## src/rtl/instr_sequencer.sv

```systemverilog
// ---------------------------------------------------------------------------
// instr_sequencer
//
// Multi-cycle fetch/decode/execute controller for the 9-bit-instruction core.
// Owns the PC and the instruction register, drives the instruction-memory
// fetch handshake and the data-memory request handshake, and issues the
// register-file write strobe. Branch and jump targets come from a small
// target lookup table indexed by the 4-bit immediate ir[3:0].
//
// Ports:
//   clk_i, reset_i         clock, synchronous active-high reset
//   start_i                begin execution at PC 0 (only from IDLE or HALT)
//   imem_req_o/addr_o      fetch request and address (= pc)
//   imem_valid_i/data_i    fetch data return
//   ir_o                   current instruction, feeds the decoder
//   zero_flag_i            ALU zero flag for conditional branches
//   reg_we_o               register-file write strobe (1-cycle pulse)
//   mem_req_o, mem_we_o    data-memory request and store qualifier
//   mem_ack_i              data-memory completion
//   lut_we_i/waddr_i/wdata_i  target-LUT write port
//   pc_o, busy_o, done_o   status
//   retired_o              retired-instruction count
//   stall_cycles_o         handshake-wait cycle count
//
// Configuration macro: INSTR_SEQ_PERF_CNT_EN
//   defined   -> retired_o / stall_cycles_o are saturating 16-bit counters
//   undefined -> both outputs tied to 0, no counter flops
// ---------------------------------------------------------------------------
module instr_sequencer #(
    parameter int PC_W      = 10,
    parameter int LUT_DEPTH = 16
) (
    input  logic            clk_i,
    input  logic            reset_i,
    input  logic            start_i,
    output logic            imem_req_o,
    output logic [PC_W-1:0] imem_addr_o,
    input  logic            imem_valid_i,
    input  logic [8:0]      imem_data_i,
    output logic [8:0]      ir_o,
    input  logic            zero_flag_i,
    output logic            reg_we_o,
    output logic            mem_req_o,
    output logic            mem_we_o,
    input  logic            mem_ack_i,
    input  logic            lut_we_i,
    input  logic [3:0]      lut_waddr_i,
    input  logic [PC_W-1:0] lut_wdata_i,
    output logic [PC_W-1:0] pc_o,
    output logic            busy_o,
    output logic            done_o,
    output logic [15:0]     retired_o,
    output logic [15:0]     stall_cycles_o
);

    typedef enum logic [2:0] {
        S_IDLE,
        S_FETCH,
        S_DECODE,
        S_EXEC,
        S_MEM_WAIT,
        S_HALT
    } state_t;

    typedef enum logic [2:0] {
        C_ALU,
        C_BRANCH,
        C_JUMP,
        C_LOAD,
        C_STORE,
        C_HALT,
        C_NOP
    } iclass_t;

    state_t          state_q, state_d;
    logic [PC_W-1:0] pc_q, pc_d;
    logic [8:0]      ir_q, ir_d;
    logic            busy_q, busy_d;
    logic            done_q, done_d;
    logic [PC_W-1:0] lut_q [LUT_DEPTH];

    iclass_t         iclass;
    logic [PC_W-1:0] pc_inc;
    logic [PC_W-1:0] lut_target;
    logic            retire;
    logic            stall;
    logic            start_accept;

    // HALT (9'h1FF) must be recognised before the generic 11xxxxxxx NOP class.
    always_comb begin
        iclass = C_ALU;
        if (ir_q == 9'h1FF)
            iclass = C_HALT;
        else if (ir_q[8:5] == 4'b0111)
            iclass = C_BRANCH;
        else if (ir_q[8:4] == 5'b10000)
            iclass = C_JUMP;
        else if (ir_q[8:4] == 5'b10001)
            iclass = C_LOAD;
        else if (ir_q[8:5] == 4'b1001)
            iclass = C_STORE;
        else if (ir_q[8:7] == 2'b11)
            iclass = C_NOP;
    end

    assign pc_inc     = pc_q + PC_W'(1);
    // Reads the registered table, so a same-cycle write is not yet visible.
    assign lut_target = lut_q[ir_q[3:0]];

    always_comb begin
        state_d      = state_q;
        pc_d         = pc_q;
        ir_d         = ir_q;
        imem_req_o   = 1'b0;
        reg_we_o     = 1'b0;
        mem_req_o    = 1'b0;
        mem_we_o     = 1'b0;
        retire       = 1'b0;
        stall        = 1'b0;
        start_accept = 1'b0;

        case (state_q)
            S_IDLE: begin
                if (start_i) begin
                    start_accept = 1'b1;
                    pc_d         = '0;
                    state_d      = S_FETCH;
                end
            end
            S_FETCH: begin
                imem_req_o = 1'b1;
                if (imem_valid_i) begin
                    ir_d    = imem_data_i;
                    state_d = S_DECODE;
                end else begin
                    stall = 1'b1;
                end
            end
            S_DECODE: begin
                case (iclass)
                    C_LOAD, C_STORE: state_d = S_MEM_WAIT;
                    C_HALT: begin
                        retire  = 1'b1;
                        state_d = S_HALT;
                    end
                    default: state_d = S_EXEC;
                endcase
            end
            S_EXEC: begin
                retire  = 1'b1;
                state_d = S_FETCH;
                case (iclass)
                    C_ALU: begin
                        reg_we_o = 1'b1;
                        pc_d     = pc_inc;
                    end
                    C_JUMP: pc_d = lut_target;
                    // ir[4]=0 branches on zero, ir[4]=1 branches on not-zero.
                    C_BRANCH: pc_d = (zero_flag_i == ~ir_q[4]) ? lut_target : pc_inc;
                    default: pc_d = pc_inc;
                endcase
            end
            S_MEM_WAIT: begin
                mem_req_o = 1'b1;
                mem_we_o  = (iclass == C_STORE);
                if (mem_ack_i) begin
                    reg_we_o = (iclass == C_LOAD);
                    retire   = 1'b1;
                    pc_d     = pc_inc;
                    state_d  = S_FETCH;
                end else begin
                    stall = 1'b1;
                end
            end
            S_HALT: begin
                if (start_i) begin
                    start_accept = 1'b1;
                    pc_d         = '0;
                    state_d      = S_FETCH;
                end
            end
            default: state_d = S_IDLE;
        endcase
    end

    // Status flags are registered from the next state so they always match
    // the state the FSM is actually in.
    always_comb begin
        busy_d = (state_d == S_FETCH) || (state_d == S_DECODE) ||
                 (state_d == S_EXEC)  || (state_d == S_MEM_WAIT);
        done_d = (state_d == S_HALT);
    end

    always_ff @(posedge clk_i) begin
        if (reset_i) begin
            state_q <= S_IDLE;
            pc_q    <= '0;
            ir_q    <= '0;
            busy_q  <= 1'b0;
            done_q  <= 1'b0;
        end else begin
            state_q <= state_d;
            pc_q    <= pc_d;
            ir_q    <= ir_d;
            busy_q  <= busy_d;
            done_q  <= done_d;
        end
    end

    always_ff @(posedge clk_i) begin
        if (reset_i) begin
            for (int i = 0; i < LUT_DEPTH; i++)
                lut_q[i] <= '0;
        end else if (lut_we_i) begin
            lut_q[lut_waddr_i] <= lut_wdata_i;
        end
    end

    assign imem_addr_o = pc_q;
    assign ir_o        = ir_q;
    assign pc_o        = pc_q;
    assign busy_o      = busy_q;
    assign done_o      = done_q;

`ifdef INSTR_SEQ_PERF_CNT_EN
    logic [15:0] retired_q;
    logic [15:0] stall_q;

    // Both counters saturate rather than wrap.
    always_ff @(posedge clk_i) begin
        if (reset_i || start_accept) begin
            retired_q <= '0;
            stall_q   <= '0;
        end else begin
            if (retire && (retired_q != 16'hFFFF))
                retired_q <= retired_q + 16'd1;
            if (stall && (stall_q != 16'hFFFF))
                stall_q <= stall_q + 16'd1;
        end
    end

    assign retired_o      = retired_q;
    assign stall_cycles_o = stall_q;
`else
    logic unused_perf;
    assign unused_perf    = retire ^ stall ^ start_accept;
    assign retired_o      = '0;
    assign stall_cycles_o = '0;
`endif

endmodule

```

## config.mk

```make
export PLATFORM = sky130hd
export DESIGN_NAME = instr_sequencer
export DESIGN_NICKNAME = d
export VERILOG_FILES = /design/src/rtl/instr_sequencer.sv
export SDC_FILE = /design/constraint.sdc
export NUM_CORES = 1
export LEC_CHECK = 0
export ABC_AREA = 1
export BUFFER_PORTS_ARGS = -buffer_cell sky130_fd_sc_hd__buf_4
export CELL_PAD_IN_SITES_DETAIL_PLACEMENT = 0
export CELL_PAD_IN_SITES_GLOBAL_PLACEMENT = 1
export CORE_ASPECT_RATIO = 1.1
export CORE_MARGIN = 2
export CORE_UTILIZATION = 30
export CTS_CLUSTER_SIZE = 8
export DETAILED_ROUTE_END_ITERATION = 12
export GPL_ROUTABILITY_DRIVEN = 1
export PLACE_DENSITY = 0.55
export SLEW_MARGIN = 0
export SYNTH_ARGS = -nofsm -noshare
export SYNTH_HDL_FRONTEND = slang
export SYNTH_SLANG_ARGS = --single-unit
```

## constraint.sdc

```tcl
create_clock -name clk_i -period 4.5 [get_ports clk_i]
set_clock_uncertainty 0.15 [all_clocks]
set_input_delay 0.225 -clock clk_i [delete_from_list [all_inputs] [get_ports clk_i]]
set_output_delay 0.225 -clock clk_i [all_outputs]
set_load 0.01 [all_outputs]
```

# Word level (Yosys, flattened, before mapping)

Memories as Yosys holds them, arrays and structs flattened. A register that Yosys moved wholly into a read port is not among the register bits.
Cells that the tools add are included.

Register bits: 24
Logic and storage cells: 75
Output and inout port bits: 67
Memories kept: 1
Bits of input ports: 30
Memory bits (writable): 160

Memory list:

| name  | depth | width | rd ports | clocked after Yosys merged registers in | write ports | RTL line | text |
|---|---|---|---|---|---|---|---|
| lut_q | 16    | 10    | 1        | 1                                       | 16          | 80       | `logic [PC_W-1:0] lut_q [LUT_DEPTH];` |

Bitwise operators: 1
Multiplexer cells: 32
Add/sub/neg operators: 1
Equal/unequal tests: 24
Reductions and logical operators: 11

Operator list:

| cell                    | number |
|---|---|
| $mux W10                | 4 |
| $pmux W10 S3            | 1 |
| $mux W3                 | 9 |
| $pmux W10 S2            | 1 |
| $eq A3 B2 Y1 const B    | 6 |
| $eq A3 B3 Y1 const B    | 6 |
| $pmux W3 S5             | 1 |
| $mux W4                 | 3 |
| $mux W1                 | 11 |
| $add A10 B1 Y10 const B | 1 |
| $eq A5 B5 Y1 const B    | 2 |
| $reduce_or A10 Y1       | 1 |
| $eq A3 B1 Y1 const B    | 3 |
| $eq A9 B9 Y1 const B    | 1 |
| $logic_not A3 Y1        | 2 |
| $pmux W3 S2             | 1 |
| $eq A4 B3 Y1 const B    | 1 |
| $eq A4 B4 Y1 const B    | 1 |
| $reduce_or A2 Y1        | 2 |
| $logic_or A1 B1 Y1      | 3 |
| $reduce_and A3 Y1       | 1 |
| $reduce_bool A3 Y1      | 1 |
| $eq A2 B2 Y1 const B    | 1 |
| $ne A2 B1 Y1 const B    | 1 |
| 5 further kinds         | 5 |

# Longest topological paths before layout

Depth in word-level cells: 15
Gate-level depth with buffers: 11
Gate-level depth less buffers: 11

# Worst setup path after synthesis

Ideal clock, no wire load.

Path kind: in2reg
Start: input port reset_i
End: memory lut_q[13][0], enable pin
Slack: 2.808 ns
Arrival: 1.202 ns
Buffers on the path: 1
Required time: 4.010 ns
Stages on the path: 6
Cell sequence: inv_1 > nand2_1 > nor3b_1 > nand2_1 > buf_2 > nand2_1

RTL lines:

| what        | RTL line | text |
|---|---|---|
| from (decl) | 34       | `input logic reset_i,` |
| to (decl)   | 80       |  |

==> out/metrics.cfg <==
[yosys]
synth_cell_types = 37
synthArstFlopShare_pct = 0
yosys_warnings = 0
syn_area_um2 = 9140
synth-edff-count = 160
synth-seq-area-share_pct = 58.7
ys_ff_latch = 188
avgSynthCellArea_um2 = 8.89
synth_ff_type = edfxtp_1
synth_cells = 1028

[timing]
rsz0062_at_grt = false
post-route-period-util_pct = 60.0
drv_slew = 0
hold_slack_ns = 0.0697
finalHoldViolCount = 0
tightest_slew_ns = 1.13
totalNegativeSetupSlack_ns = 0
worst_slack_ns = 1.80
period_minus_slack_ns = 2.70
setup_viol = 0
clock.fmax_mhz = 370
relSlewSlack_pct = 24.9

[setup_path]
r2r-end = imem_addr_o[2]
path_common_cell = nand2_1
crit_slowest_cell = nor3_1
cp-end-kind = flop
cp_slowest_stage_delay_ns = 0.57
crit_path_cell_trace = dlygate4sd3_1, buf_4, inv_1, nand2_1, nor3_1, nand2_1, nand2_1
reg2reg_depth = 9
cp.depth = 7
crit_required_ns = 4.43
crit_family = simple AND/OR/NAND/NOR gates
critPathLaunchType = primary input
startpoint = reset_i
arrival_ns = 2.63
crit_path_end = lut_q[0][4]
worst-setup-path-type = primary input to flop
worstPathMaxFanout = 11
worst-path-buf-inv = 3
reg2reg_slack_ns = 1.81

[routing]
routed_wl_um = 27100
ant_nets = 0
initialDrtViolationCount = 518
drt_first_pass_iters = 5
routed_via_density = 4.63
drc = 0
drt-wirelength-per-cell_um = 18.3
dr_total_vias = 6846

[clocking]
clkSlewWorstSetupHoldPaths_ns = 0.07
clockBufferDepth = 2
clockRootBuffer = clkbuf_16
clock_sinks = 188
cts_max_level = 4
post_cts_buffers = 0
hold_buffers = 10
clock_latency_ns = 0.44
cts_resized = 0
cts_buffers = 17
cts_tree = yes

[layout]
fin_area_um2 = 10400
final_util_pct = 34.3
drive_gt1_share_pct = 10.9
diodes = 0
fin_nets = 1082
area_growth_pct = 13.5

[floorplanning]
core-area_um2 = 30300
dieArea_um2 = 31900
start_util_pct = 30.2
die_width_um = 170
rows = 67
dieHeight_um = 187
ios = 97

[global_route]
track_usage_pct = 17.3
grt_pass1_wl_um = 40500
grt_pass1_vias = 6598
grt_start_max_net_pins = 81
antenna_found_initial = 0
gr-total-overflow = 0

[placement]
port_buffers = 64
dpl_cell_area_um2 = 9670
place_congestion = 0.766
dp_slack_ns = 1.84
dp.final_hpwl_um = 17700

[power_and_ir_drop]
vdd_drop_max_v = 0.000257
p_leak_nw = 4.20
p_per_area_nw_per_um2 = 421

[job]
max_cap_violations = 0

[hold_path]
hold_class = primary input to flop
min_from = start_i

[outcome]
run_status = completed

metrics by stage:
step / cells / power (mW)
final: 1478 / 4.37
after global routing: 1478 / 4.56
after CTS: 1478 / 4.40
after detailed placement: 1436 / 2.86
after global placement: 1436 / 2.86
after floorplan: 1059 / 2.61
state kept, by name, indices dropped and copies added, names as in the netlist, named ones only:
signal and count:
done_o 1, imem_addr_o 10, state_q 3, lut_q 160
ir_o 9, busy_o 1
power breakdown:
group / internal, mW / switching (mW) / leakage, nW / total (mW)
combinational: 0.235 / 0.496 / 2.16 / 0.730
clock: 0.875 / 0.674 / 0.279 / 1.55
sequential: 2.01 / 0.0817 / 1.76 / 2.09
cells in the final DEF (no fill, tap or decap), types with 3 or more instances in the layout:
master and n:
inv_1 41, nand2_2 3, nor2_1 194, conb_1 32
bufinv_16 3, edfxtp_1 160, o21ai_1 12, dlygate4sd3_1 10
dfxtp_1 27, a21oi_1 24, xor2_1 6, clkbuf_16 17
inv_2 3, o21ai_0 18, clkinvlp_4 4, nor3_1 4
nand4_1 5, nand3_1 143, nand2_1 262, buf_4 70
worst register-to-register path: cells and delay by family, from the launching register on:
| kind | cells | cell delay, ns |
|---|---|---|
| compound gates | 1 | 0.13 |
| simple gates | 6 | 0.96 |
| flops | 1 | 0.31 |
| buf+inv | 2 | 1.06 |
per-layer routing:
layer	routed length [µm]	GRT usage, %	vias up
met3	1080	3.26	24
met5	0	0	-
li1	-	-	3360
met2	13200	28.3	172
met4	499	4.87	0
met1	12300	23.3	3290
cell families after synthesis:
| logic type | synth area share (%) |
|---|---|
| fa+ha+maj | 0.137 |
| xor+xnor | 0.671 |
| compound gates | 3.68 |
| simple gates | 28.0 |
| buf+inv | 8.80 |
| other cells | 0.0410 |
| flops | 58.7 |
how the worst min path moves through the flow:
| stage | endpoint | slack [ns] | cells after the start |
|---|---|---|---|
| floorplan | state_q[1] | 0.14 | 1 |
| global placement | state_q[1] | 0.27 | 2 |
| detailed placement | state_q[1] | 0.27 | 2 |
| CTS | state_q[0] | 0.07 | 5 |
| global route | state_q[0] | 0.11 | 5 |
| finish | state_q[0] | 0.07 | 5 |
synthesized netlist by cell type, drive strengths merged (5+ instances only):
cell    count  area share (%)
edfxtp    160              53
nand2     265              11
clkbuf     34             1.4
inv        45             1.9
nand3     144             8.0
o21ai      32             1.9
buf        73             5.5
a21oi      25             1.4
nor2      196             8.2
nand4       5            0.34
dfxtp      28             6.1
xor2        6            0.57
layout make-up:
| class | count | area, µm² |
|---|---|---|
| tap | 414 | 518 |
| clock inverter | 14 | 170 |
| timing repair buffer | 80 | 626 |
| clock buffer | 18 | 429 |
| multi-input combinational | 718 | 3090 |
| fill | 3159 | 19900 |
| sequential | 188 | 5370 |
| inverter | 46 | 175 |
Power figures use the tool's default switching activity.
